[src/rtl/term_pkg.sv]
// Shared types, constants and the row-mapping helper for the terminal controller.
package term_pkg;

    localparam int COLS_DEF = 70;
    localparam int ROWS_DEF = 30;

    localparam logic [7:0] ASC_BS = 8'h08;
    localparam logic [7:0] ASC_LF = 8'h0A;
    localparam logic [7:0] ASC_CR = 8'h0D;
    localparam logic [7:0] ASC_SP = 8'h20;

    typedef enum logic [1:0] {
        INIT,
        IDLE,
        WRITE,
        SCROLL
    } term_state_e;

    // (base + y) mod rows; both operands are already below rows, so one subtract suffices.
    function automatic logic [4:0] phys_row(input logic [4:0] base, input logic [4:0] y,
                                            input int rows);
        logic [5:0] s;
        s = {1'b0, base} + {1'b0, y};
        if (int'(s) >= rows) s = s - 6'(rows);
        return s[4:0];
    endfunction

endpackage

[src/rtl/term_ctrl_if.sv]
// Key-event handshake plus character-memory write bus and cursor/status outputs.
interface term_ctrl_if;
    import term_pkg::*;

    // A key moves on every clock edge where key_valid and key_ready are both high;
    // key_data is only looked at on that edge, and the source holds both until then.
    logic        key_valid;
    logic [7:0]  key_data;
    logic        key_ready;
    logic        wr_en;
    logic [6:0]  wr_x;
    logic [4:0]  wr_y;
    logic [7:0]  wr_data;
    logic [4:0]  row_base;
    logic [6:0]  cur_x;
    logic [4:0]  cur_y;
    logic        cursor_on;
    term_state_e dbg_state;

    modport master (
        input  key_valid, key_data,
        output key_ready, wr_en, wr_x, wr_y, wr_data, row_base, cur_x, cur_y, cursor_on, dbg_state
    );

    modport slave (
        output key_valid, key_data,
        input  key_ready, wr_en, wr_x, wr_y, wr_data, row_base, cur_x, cur_y, cursor_on, dbg_state
    );

endinterface

[src/rtl/term_blink.sv]
// Cursor blink phase generator; restart_i forces the visible phase and restarts the period.
module term_blink #(
    parameter int BLINK_CYCLES = 12500000
) (
    input  logic clock,
    input  logic reset,
    input  logic restart_i,
    output logic cursor_on_o
);
    localparam int CW = (BLINK_CYCLES > 1) ? $clog2(BLINK_CYCLES) : 1;

    logic [CW-1:0] cnt_q, cnt_d;
    logic          on_q, on_d;

    always_comb begin
        cnt_d = cnt_q + 1'b1;
        on_d  = on_q;
        if (restart_i) begin
            cnt_d = '0;
            on_d  = 1'b1;
        end else if (cnt_q == CW'(BLINK_CYCLES - 1)) begin
            cnt_d = '0;
            on_d  = ~on_q;
        end
    end

    always_ff @(posedge clock or posedge reset) begin
        if (reset) begin
            cnt_q <= '0;
            on_q  <= 1'b1;
        end else begin
            cnt_q <= cnt_d;
            on_q  <= on_d;
        end
    end

    assign cursor_on_o = on_q;

endmodule

[src/rtl/term_ctrl.sv]
// Terminal controller: screen clear after reset, key-driven cell writes, cursor
// movement and circular-row-base scrolling onto a character memory.
module term_ctrl
    import term_pkg::*;
#(
    parameter int COLS         = COLS_DEF,
    parameter int ROWS         = ROWS_DEF,
    parameter int BLINK_CYCLES = 12500000
) (
    input logic         clock,
    input logic         reset,
    term_ctrl_if.master bus
);
    term_state_e state_q, state_d;
    logic        run_q, run_d;
    logic [6:0]  cur_x_q, cur_x_d, nx_q, nx_d, wx_q, wx_d, clr_x_q, clr_x_d;
    logic [4:0]  cur_y_q, cur_y_d, ny_q, ny_d, wy_q, wy_d, clr_y_q, clr_y_d;
    logic [4:0]  row_base_q, row_base_d;
    logic [7:0]  wd_q, wd_d;
    logic        we_q, we_d, scroll_q, scroll_d;
    logic        blink_restart;

    logic [7:0]  key;
    logic        is_print, is_nl, is_bs, last_x, last_y;

    assign key      = bus.key_data;
    assign is_print = (key >= 8'h20) && (key <= 8'h7E);
    assign is_nl    = (key == ASC_LF) || (key == ASC_CR);
    assign is_bs    = (key == ASC_BS);
    assign last_x   = (cur_x_q == 7'(COLS - 1));
    assign last_y   = (cur_y_q == 5'(ROWS - 1));

    // A key's write address/data and resulting cursor are captured at acceptance;
    // the cursor is committed when WRITE ends so it moves with the write cycle.
    always_comb begin
        state_d       = state_q;
        run_d         = 1'b1;
        cur_x_d       = cur_x_q;
        cur_y_d       = cur_y_q;
        nx_d          = nx_q;
        ny_d          = ny_q;
        wx_d          = wx_q;
        wy_d          = wy_q;
        wd_d          = wd_q;
        we_d          = we_q;
        scroll_d      = scroll_q;
        clr_x_d       = clr_x_q;
        clr_y_d       = clr_y_q;
        row_base_d    = row_base_q;
        blink_restart = 1'b0;

        case (state_q)
            INIT: begin
                if (run_q) begin
                    if (clr_x_q == 7'(COLS - 1)) begin
                        clr_x_d = '0;
                        if (clr_y_q == 5'(ROWS - 1)) state_d = IDLE;
                        else clr_y_d = clr_y_q + 5'd1;
                    end else begin
                        clr_x_d = clr_x_q + 7'd1;
                    end
                end
            end

            IDLE: begin
                if (bus.key_valid) begin
                    state_d  = WRITE;
                    we_d     = 1'b0;
                    scroll_d = 1'b0;
                    nx_d     = cur_x_q;
                    ny_d     = cur_y_q;
                    wx_d     = cur_x_q;
                    wy_d     = phys_row(row_base_q, cur_y_q, ROWS);
                    wd_d     = key;
                    if (is_print) begin
                        we_d = 1'b1;
                        if (last_x) begin
                            nx_d = '0;
                            if (last_y) scroll_d = 1'b1;
                            else ny_d = cur_y_q + 5'd1;
                        end else begin
                            nx_d = cur_x_q + 7'd1;
                        end
                    end else if (is_nl) begin
                        nx_d = '0;
                        if (!last_y) begin
                            ny_d = cur_y_q + 5'd1;
                        end else begin
                            // Bare newline on the bottom row scrolls straight away.
                            state_d       = SCROLL;
                            cur_x_d       = '0;
                            row_base_d    = phys_row(row_base_q, 5'd1, ROWS);
                            clr_x_d       = '0;
                            clr_y_d       = row_base_q;
                            blink_restart = (cur_x_q != '0);
                        end
                    end else if (is_bs) begin
                        wd_d = ASC_SP;
                        if (cur_x_q != '0) begin
                            we_d = 1'b1;
                            nx_d = cur_x_q - 7'd1;
                            wx_d = cur_x_q - 7'd1;
                        end else if (cur_y_q != '0) begin
                            we_d = 1'b1;
                            nx_d = 7'(COLS - 1);
                            ny_d = cur_y_q - 5'd1;
                            wx_d = 7'(COLS - 1);
                            wy_d = phys_row(row_base_q, cur_y_q - 5'd1, ROWS);
                        end
                    end
                end
            end

            WRITE: begin
                cur_x_d       = nx_q;
                cur_y_d       = ny_q;
                blink_restart = (nx_q != cur_x_q) || (ny_q != cur_y_q);
                if (scroll_q) begin
                    state_d    = SCROLL;
                    row_base_d = phys_row(row_base_q, 5'd1, ROWS);
                    clr_x_d    = '0;
                    clr_y_d    = row_base_q;
                end else begin
                    state_d = IDLE;
                end
            end

            SCROLL: begin
                if (clr_x_q == 7'(COLS - 1)) state_d = IDLE;
                else clr_x_d = clr_x_q + 7'd1;
            end

            default: state_d = INIT;
        endcase
    end

    always_ff @(posedge clock or posedge reset) begin
        if (reset) begin
            state_q    <= INIT;
            run_q      <= 1'b0;
            cur_x_q    <= '0;
            cur_y_q    <= '0;
            nx_q       <= '0;
            ny_q       <= '0;
            wx_q       <= '0;
            wy_q       <= '0;
            wd_q       <= ASC_SP;
            we_q       <= 1'b0;
            scroll_q   <= 1'b0;
            clr_x_q    <= '0;
            clr_y_q    <= '0;
            row_base_q <= '0;
        end else begin
            state_q    <= state_d;
            run_q      <= run_d;
            cur_x_q    <= cur_x_d;
            cur_y_q    <= cur_y_d;
            nx_q       <= nx_d;
            ny_q       <= ny_d;
            wx_q       <= wx_d;
            wy_q       <= wy_d;
            wd_q       <= wd_d;
            we_q       <= we_d;
            scroll_q   <= scroll_d;
            clr_x_q    <= clr_x_d;
            clr_y_q    <= clr_y_d;
            row_base_q <= row_base_d;
        end
    end

    assign bus.key_ready = (state_q == IDLE);
    assign bus.wr_en     = ((state_q == INIT) && run_q) || ((state_q == WRITE) && we_q)
                         || (state_q == SCROLL);
    assign bus.wr_x      = (state_q == WRITE) ? wx_q : clr_x_q;
    assign bus.wr_y      = (state_q == WRITE) ? wy_q : clr_y_q;
    assign bus.wr_data   = (state_q == WRITE) ? wd_q : ASC_SP;
    assign bus.row_base  = row_base_q;
    assign bus.cur_x     = cur_x_q;
    assign bus.cur_y     = cur_y_q;
    assign bus.dbg_state = state_q;

    term_blink #(.BLINK_CYCLES(BLINK_CYCLES)) u_blink (
        .clock       (clock),
        .reset       (reset),
        .restart_i   (blink_restart),
        .cursor_on_o (bus.cursor_on)
    );

endmodule

[src/flat_wrapper.sv]
// flat-port wrapper written by rule: the top's interface ports become plain ports
module term_ctrl_flat import term_pkg::*;
#(
    parameter int COLS         = COLS_DEF,
    parameter int ROWS         = ROWS_DEF,
    parameter int BLINK_CYCLES = 12500000
)
  (clock, reset, bus_key_valid, bus_key_data, bus_key_ready, bus_wr_en, bus_wr_x, bus_wr_y, bus_wr_data, bus_row_base, bus_cur_x, bus_cur_y, bus_cursor_on, bus_dbg_state);
  term_ctrl_if bus_i ();
  input logic clock;
  input logic reset;
  input wire logic [$bits(bus_i.key_valid)-1:0] bus_key_valid;
  input wire logic [$bits(bus_i.key_data)-1:0] bus_key_data;
  output wire logic [$bits(bus_i.key_ready)-1:0] bus_key_ready;
  output wire logic [$bits(bus_i.wr_en)-1:0] bus_wr_en;
  output wire logic [$bits(bus_i.wr_x)-1:0] bus_wr_x;
  output wire logic [$bits(bus_i.wr_y)-1:0] bus_wr_y;
  output wire logic [$bits(bus_i.wr_data)-1:0] bus_wr_data;
  output wire logic [$bits(bus_i.row_base)-1:0] bus_row_base;
  output wire logic [$bits(bus_i.cur_x)-1:0] bus_cur_x;
  output wire logic [$bits(bus_i.cur_y)-1:0] bus_cur_y;
  output wire logic [$bits(bus_i.cursor_on)-1:0] bus_cursor_on;
  output wire logic [$bits(bus_i.dbg_state)-1:0] bus_dbg_state;
  assign bus_i.key_valid = bus_key_valid;
  assign bus_i.key_data = bus_key_data;
  assign bus_key_ready = bus_i.key_ready;
  assign bus_wr_en = bus_i.wr_en;
  assign bus_wr_x = bus_i.wr_x;
  assign bus_wr_y = bus_i.wr_y;
  assign bus_wr_data = bus_i.wr_data;
  assign bus_row_base = bus_i.row_base;
  assign bus_cur_x = bus_i.cur_x;
  assign bus_cur_y = bus_i.cur_y;
  assign bus_cursor_on = bus_i.cursor_on;
  assign bus_dbg_state = bus_i.dbg_state;
  term_ctrl #(.COLS(COLS), .ROWS(ROWS), .BLINK_CYCLES(BLINK_CYCLES)) u_core (.clock(clock), .reset(reset), .bus(bus_i));
endmodule
[config.mk]
export PLATFORM = sky130hd
export DESIGN_NAME = term_ctrl_flat
export DESIGN_NICKNAME = d
export VERILOG_FILES = /design/src/rtl/term_pkg.sv /design/src/rtl/term_ctrl_if.sv /design/src/rtl/term_blink.sv /design/src/rtl/term_ctrl.sv /design/src/flat_wrapper.sv
export SDC_FILE = /design/constraint.sdc
export NUM_CORES = 1
export LEC_CHECK = 0
export ABC_CLOCK_PERIOD_IN_PS = 4200
export CORE_AREA = 2 2 106 108
export DETAILED_ROUTE_END_ITERATION = 6
export DIE_AREA = 0 0 108 110
export PLACE_DENSITY = 0.79
export SLEW_MARGIN = 20
export SYNTH_ARGS = -nofsm -noshare
export SYNTH_HDL_FRONTEND = slang
export SYNTH_HIERARCHICAL = 1
export SYNTH_SLANG_ARGS = --single-unit
[constraint.sdc]
create_clock -name clock -period 4.2 [get_ports clock]
set_input_delay 0.84 -clock clock [delete_from_list [all_inputs] [get_ports clock]]
set_output_delay 0.84 -clock clock [all_outputs]
set_load 0.03 [all_outputs]
==> reports/summary.txt, run 1 <==
Top-area cell type share of the netlist area: 35.9%
Worst R2R Start: u_core/bus.cur_y[1]
Required @ worst endpoint: 4.44 ns
Hold_buf cts: 0
CP Launch Type: register
RSZ-0062 raised after global routing: false
Area growth syn-to-layout: 12.9%
Worst reg2reg setup slack: 0.74 ns
GPL Wtd Cong: 0.950
Synth area leader: dfrtp_1
Syn nets: 759
Crit path max-delay family: simple AND/OR/NAND/NOR gates
1st-pass router iterations: 5
Leak pwr: 0.00291 µW
Row cnt: 38
Mean routed wirelength per cell: 17.4 µm
Clock transition at the registers of the reported paths: 0.09 ns
Worst Hold Path Cells: 2
CTS Buf Count: 9
Vias/cell: 6.13
Top-Level Pins: 53
Synth cell types: 77
Utilization after layout: 65.5%
Critical path type: reg2reg
Area of the multi-input gates: 0.00368 mm²
Initial antenna violation count: 0
Worst-path cell chain: inv_1, ha_1, or3b_2, nand2_1, nand2_1, ha_1, nor3b_1, a21oi_1, a21oi_1, o21bai_1, a2111oi_0, nor3_1
Sequential share of the synthesized area: 36.7%
First-pass GRT wire length: 26.0 mm
Routed WL: 15.5 mm
Ys async rst share: 100%
Antenna cells: 0
Slowest CP cell: a2111oi_0
Nets: 793
DRC violations left: 0
Core area: 0.0107 mm²
Synthesis-stage register bit count: 91
Final Hold Viols: 0
Max VDD drop: 0.000568 V
Fillcell total: 875
Die W: 108 µm
Synthesized area: 0.00621 mm²
CTS Root Cell: clkbuf_8
Design Power: 5690 µW
HP Start: u_core/wd_q[7]
Vias in the first global route: 5,309
Inst Count DP: 878
Setup bufs post-CTS: 0
Status: finished, final reports clean
Least-Margin Pin Slew: 0.923 ns
Remaining antenna violation count: 0
Worst Path Max Fanout: 11
Hold slack: 0.475 ns
Setup violators final: 0
Maximum clock rate: 289 MHz
Post-DP HPWL: 11.1 mm
Aggregate global-route resource usage: 27.7%
Pwr/cell area: 812 mW/mm²
EDFF count, synth: 0
Die Area: 0.0119 mm²
Htree depth: 3
Synthesized instance count: 715
Top_reg_cell synth: dfrtp_1
Reg area: 0.00228 mm²
YS warnings: 6
CTS tree: yes
Crit path time final: 3.46 ns
CTS sink count: 91
WP buf/inv: 1
CTS resizes: 0
Die height: 110 µm
Initial Utilization: 58.0%
Final max-slew violation count: 0
Remaining Overflow, GRT: 0
Arrival @ worst endpoint: 3.70 ns
CTS Buffer Depth: 2
Port Buffers: 52
Crit-path max cell delay: 0.52 ns
Class of the worst hold path: reg2reg
Worst skew pair latency: 0.37 ns
Synth top area cells: dfrtp_1 (36%), ha_1 (6.2%), nand2_1 (5.6%)
Via Count: 5,483
Layout Skew: 0.0105 ns
Max Cap Viol: 0
Crit Reg-Reg Endpoint: u_core/wy_q[1]
Post-route insts no fill: 894
Sum Neg Setup Slack: 0 ns
Reg2reg path depth: 12
Final period util: 82.5%
Worst rel slew slack: 38.4%
Syn Area/Cell: 8.68 µm²
Worst setup EP type: register
Largest net degree at the start of global routing: 44
Initial DRC count: 556
Share of layout cells above drive strength 1: 7.96%
Hold EP: u_core/wd_q[7]
## synth_stat cells (all sizes together) (3+ instances only)
cell / number
and4: 4
nand2b: 10
a21o: 3
clkbuf: 27
and3: 12
o211ai: 3
buf: 8
o21a: 4
o22a: 3
a311oi: 5
nor2: 47
nor4b: 4
dfrtp: 89
inv: 30
a2111oi: 4
ha: 31
mux2i: 9
nor3: 14
a21oi: 38
nor3b: 4
a211o: 3
nor4: 7
xor2: 15
nor2b: 4
xnor2: 28
mux2: 18
o31ai: 12
o21ai: 61
nand3: 31
and2: 15
a2bb2oi: 3
or4: 6
nand4: 17
nand3b: 4
nand2: 92
a31oi: 7
or3: 8
a211oi: 3
## kinds of logic (layout without fill, tap and decap cells)
group,after synthesis,in the layout,share of synthesized area [%]
adders and majority gates,34,34,7.05
other,1,1,0.0604
xor gates and xnor gates,43,43,6.07
AOI/OAI and AO/OA,166,166,17.3
muxes,27,27,4.72
and+or+nand+nor,288,288,24.1
buffers and inverters,65,104,4.01
DFF,91,91,36.7
## final cells by class
| type | instances | share of cell area [%] |
|---|---|---|
| Tap cell | 140 | 2.50 |
| Clock buffer | 10 | 1.82 |
| Inverter | 30 | 1.61 |
| Sequential cell | 91 | 32.5 |
| Multi-Input combinational cell | 559 | 52.5 |
| Timing Repair Buffer | 58 | 8.07 |
| Clock inverter | 6 | 0.999 |
## power by group
part	total [µW]	internal (µW)	leakage [µW]	switching, µW
combinational	3460	1420	0.00165	2040
clock	615	282	0.000102	333
sequential	1620	1170	0.00116	447
## how the worst max path moves through the flow
stage                              from           endpoint  slack, ns  cells past startpoint
floorplan           u_core/bus.cur_y[1]     u_core/wy_q[3]       1.05                     12
global placement        bus_key_data[1]  u_core/clr_y_q[2]       0.65                      7
detailed placement      bus_key_data[1]  u_core/clr_y_q[2]       0.50                      7
CTS                 u_core/bus.cur_y[1]     u_core/wy_q[1]       0.81                     11
global route        u_core/bus.cur_y[1]     u_core/wy_q[1]       0.53                     11
finish              u_core/bus.cur_y[1]     u_core/wy_q[1]       0.74                     12
## per-layer routing
| layer | wire length (µm) | share of wire, % | up-vias | track usage, % |
|---|---|---|---|---|
| met3 | 853 | 5.5 | 31 | 2.82 |
| met2 | 7200 | 46 | 207 | 44.6 |
| met4 | 384 | 2.5 | 0 | 10.8 |
| li1 | - | - | 2635 | - |
| met5 | 0 | 0 | - | 0 |
| met1 | 7110 | 46 | 2610 | 38.8 |
## registers in the layout, indices dropped and copies added (netlist names)
register                    flops
u_core/u_blink/cnt_q           24
u_core/bus.cur_x                7
u_core/run_q                    1
u_core/wy_q                     5
u_core/clr_y_q                  5
u_core/wd_q                     8
u_core/clr_x_q                  7
u_core/wx_q                     7
u_core/scroll_q                 1
u_core/u_blink/cursor_on_o      1
u_core/bus.dbg_state            2
u_core/we_q                     1
u_core/bus.cur_y                5
u_core/ny_q                     5
u_core/nx_q                     7
u_core/bus.row_base             5
## worst register-to-register path, cell delays in order, from the launching register on
cell and delay, ns:
dfrtp_1 0.49, inv_1 0.19, ha_1 0.27, or3b_2 0.48, nand2_1 0.08, nand2_1 0.09, ha_1 0.42, nor3b_1 0.28
a21oi_1 0.08, a21oi_1 0.26, o21bai_1 0.09, a2111oi_0 0.52, nor3_1 0.09
## layout by cell type (no fill, tap or decap), types with 4 or more instances in the layout
master / n
or3_1: 7
clkbuf_8: 9
nand2_1: 92
and2_1: 15
buf_4: 6
xor2_1: 15
nand2b_1: 10
and3_1: 11
o21ai_0: 39
or4_1: 6
o21a_1: 4
mux2_2: 17
o21ai_1: 21
ha_1: 31
inv_1: 29
nand3b_1: 4
nor2b_1: 4
mux2i_1: 9
nor2_1: 47
xnor2_1: 28
o31ai_1: 10
a31oi_1: 7
nand4_1: 17
nor3_1: 12
nor4b_1: 4
dfrtp_1: 89
a311oi_1: 5
clkdlybuf4s50_1: 52
a21oi_1: 37
nor4_1: 6
nand3_1: 30
## through the flow
stage	worst slack (ns)	instance area [µm²]
3_3_place_gp	0.648	6810
5_1_grt	0.527	7010
4_1_cts	0.813	7010
2_1_floorplan	1.05	6210
6_report	0.737	7010
3_5_place_dp	0.497	6810
Note: power is estimated with default switching activity, not from simulation.
==> inputs of run 2 (changes only) <==
--- a/config.mk
+++ b/config.mk
@@ -5,7 +5,7 @@
 export SDC_FILE = /design/constraint.sdc
 export NUM_CORES = 1
 export LEC_CHECK = 0
-export ABC_CLOCK_PERIOD_IN_PS = 4200
+export ABC_CLOCK_PERIOD_IN_PS = 3200
 export CORE_AREA = 2 2 106 108
 export DETAILED_ROUTE_END_ITERATION = 6
 export DIE_AREA = 0 0 108 110
==> constraint.sdc (replaced) <==
create_clock -name clock -period 3.2 [get_ports clock]
set_input_delay 0.64 -clock clock [delete_from_list [all_inputs] [get_ports clock]]
set_output_delay 0.64 -clock clock [all_outputs]
set_load 0.03 [all_outputs]
==> run 2 against run 1 <==
  * Via count rose by 3.4%
  * Hold slack got worse by 0.0024 ns
  * Sequential share of layout area fell by 1.0 points
  * Routed wire length rose by 4.6%
  * Cell count rose by 3.4%
  * Non-clock buffer count rose by 30
  * Maximum frequency rose by 12%
  * First-iteration DRC count fell by 6.3%
  * Utilization rose by 2.2 points
  * Sequential power rose by 27%
  * Largest power group unchanged
==> reports/summary.txt, run 2 (synthesis gave the netlist of run 1 again) <==
Layout Skew: 0.0171 ns (was 0.0105 ns)
First-pass GRT wire length: 26.6 mm (was 26.0 mm)
RSZ-0062 raised after global routing: false (unchanged)
Via Count: 5,668 (was 5,483)
Top reg by flops: u_core/u_blink/cnt_q (unchanged)
Fillcell total: 890 (was 875)
Pwr/cell area: 1060 mW/mm² (was 812 mW/mm²)
Required @ worst endpoint: 3.49 ns (was 4.44 ns)
Remaining antenna violation count: 0 (unchanged)
Critical path type: reg2reg (unchanged)
Status: finished, final reports clean (unchanged)
Reg2reg path depth: 12 (unchanged)
Core area: 0.0107 mm² (unchanged)
Worst-path cell chain: inv_1, ha_1, or3b_2, nand2_1, nand2_1, ha_2, nor3b_1, a21oi_1, a21oi_2, o311a_1, xnor2_1, a311oi_1 (was inv_1, ha_1, or3b_2, nand2_1, nand2_1, ha_1, nor3b_1, a21oi_1, a21oi_1, o21bai_1, a2111oi_0, nor3_1)
Area growth syn-to-layout: 16.6% (was 12.9%)
Worst reg2reg setup slack: 0.12 ns (was 0.74 ns)
Net Switching: 3840 µW (was 2820 µW)
Crit path time final: 3.08 ns (was 3.46 ns)
GPL Wtd Cong: 0.883 (was 0.950)
1st-pass router iterations: 5 (unchanged)
Worst rel slew slack: 37.7% (was 38.4%)
Post-route insts no fill: 924 (was 894)
CTS Buf Count: 9 (unchanged)
Least-Margin Pin Slew: 0.934 ns (was 0.923 ns)
Routed WL: 16.3 mm (was 15.5 mm)
Antenna cells: 0 (unchanged)
Worst Path Max Fanout: 11 (unchanged)
Remaining Overflow, GRT: 0 (unchanged)
Top-Level Pins: 53 (unchanged)
Pre-CTS setup slack: 0.0177 ns (was 0.497 ns)
Initial Utilization: 58.0% (unchanged)
Hold slack: 0.472 ns (was 0.475 ns)
Vias in the first global route: 5,493 (was 5,309)
Slowest CP cell: or3b_2 (was a2111oi_0)
Initial antenna violation count: 0 (unchanged)
Htree depth: 3 (unchanged)
Leak pwr: 0.00309 µW (was 0.00291 µW)
Flop pwr share: 26.7% (was 28.4%)
Post-DP HPWL: 11.9 mm (was 11.1 mm)
CP startpoint: u_core/bus.cur_y[1] (unchanged)
WP buf/inv: 1 (unchanged)
Power share of the combinational group: 62.8% (was 60.8%)
Row cnt: 38 (unchanged)
Setup bufs post-CTS: 0 (unchanged)
Reg area: 0.00228 mm² (unchanged)
Vias/cell: 6.13 (about the same)
Mean routed wirelength per cell: 17.6 µm (was 17.4 µm)
Maximum clock rate: 324 MHz (was 289 MHz)
Worst skew pair latency: 0.39 ns (was 0.37 ns)
Top Registers: u_core/u_blink/cnt_q (24), u_core/wd_q (8) (unchanged)
Setup violators final: 0 (unchanged)
Worst Hold Path Cells: 2 (unchanged)
Worst setup EP type: register (unchanged)
Inst Count DP: 908 (was 878)
Max VDD drop: 0.000609 V (was 0.000568 V)
DRC violations left: 0 (unchanged)
Sum Neg Setup Slack: 0 ns (unchanged)
Crit Reg-Reg Endpoint: u_core/wy_q[3] (was u_core/wy_q[1])
Max reg flops: 24 (unchanged)
Sw frac: 50.1% (was 49.5%)
Share of layout cells above drive strength 1: 13.6% (was 7.96%)
Class of the worst hold path: reg2reg (unchanged)
HP Start: u_core/wd_q[3] (was u_core/wd_q[7])
Final max-slew violation count: 0 (unchanged)
Most frequent cells in the layout: nand2_1 (92), dfrtp_1 (89), nor2_1 (47), buf_4 (46), clkdlybuf4s50_1 (41) (was nand2_1 (92), dfrtp_1 (89), clkdlybuf4s50_1 (52), nor2_1 (47), o21ai_0 (39))
CTS tree: yes (unchanged)
Port Buffers: 52 (unchanged)
Final Hold Viols: 0 (unchanged)
Aggregate global-route resource usage: 28.6% (was 27.7%)
Final setup margin: 0.117 ns (was 0.737 ns)
Max Cap Viol: 0 (unchanged)
Most used cell, CP: nand2_1
Nets: 823 (was 793)
Utilization after layout: 67.7% (was 65.5%)
Clock transition at the registers of the reported paths: 0.11 ns (was 0.09 ns)
Initial DRC count: 521 (was 556)
Final period util: 96.4% (was 82.5%)
CTS sink count: 91 (unchanged)
Internal: 3820 µW (was 2880 µW)
Area of the multi-input gates: 0.00370 mm² (was 0.00368 mm²)
CTS Buffer Depth: 2 (unchanged)
Die height: 110 µm (unchanged)
Arrival @ worst endpoint: 3.37 ns (was 3.70 ns)
Clk pwr share: 10.5% (was 10.8%)
Crit-path max cell delay: 0.47 ns (was 0.52 ns)
Hold EP: u_core/wd_q[3] (was u_core/wd_q[7])
Crit path max-delay family: compound AO/OA/AOI/OAI gates (was simple AND/OR/NAND/NOR gates)
Worst R2R Start: u_core/bus.cur_y[1] (unchanged)
CP Launch Type: register (unchanged)
Largest net degree at the start of global routing: 44 (unchanged)
CTS Root Cell: clkbuf_8 (unchanged)
Most common cell after layout, fill and taps aside: nand2_1 (unchanged)
Die Area: 0.0119 mm² (unchanged)
Die W: 108 µm (unchanged)
-- run 2: changes by cell type in the layout (fill, tap and decap cells not counted), moves of 2 or more --
cell             change
buf_4               +40
clkdlybuf4s50_1     -11
ha_1                 -2
ha_2                 +2
inv_6                -2
inv_8                +5
-- run 2: worst max-delay path by stage --
stage                        endpoint  slack [ns]  depth (start not counted)
floorplan              u_core/wy_q[3]        0.05                         12
global placement    u_core/clr_y_q[0]        0.07                          7
detailed placement  u_core/clr_y_q[0]        0.02                          7
CTS                       bus_wr_y[3]        0.04                          4
global route           u_core/wy_q[3]        0.01                         12
finish                 u_core/wy_q[3]        0.12                         12
-- run 2: power groups by stage --
stage          Combinational (µW)  Clock, µW  Sequential (µW)
2_1_floorplan                3290          0             2060
3_3_place_gp                 4460          0             2040
3_5_place_dp                 4660          0             2050
4_1_cts                      4700        823             2030
5_1_grt                      5240        874             2110
6_report                     4810        803             2050
-- run 2: final cells by class --
class	count	area share, %
Multi-Input combinational cell	559	51.1
Clock inverter	7	1.02
Tap cell	140	2.42
Clock buffer	9	1.71
Sequential cell	91	31.5
Inverter	30	1.56
Timing Repair Buffer	88	10.7
-- run 2: layer usage --
metal  GRT usage (%)  vias to the layer above  part of all wire (%)
li1                -                     2693                     -
met1            38.6                     2731                    44
met2            46.9                      209                    48
met3            4.00                       35                   5.6
met4            11.1                        0                   2.4
met5               0                        -                     0
-- run 2: timing repair --
action	CTS	global route
setup endpoints to repair	0	11
gates resized for setup	0	7
hold buffers	0	0
-- run 2: metrics by stage --
stage               power [µW]  instance area, µm²
floorplan                 5350                6210
global placement          6500                7020
detailed placement        6710                7020
CTS                       7560                7220
global route              8220                7240
finish                    7660                7240
-- run 2: tightest hold or removal path: cells and delay by family (launching register included) --
family	cells	cell delay [ns]
simple gates	2	0.10
flops	1	0.35
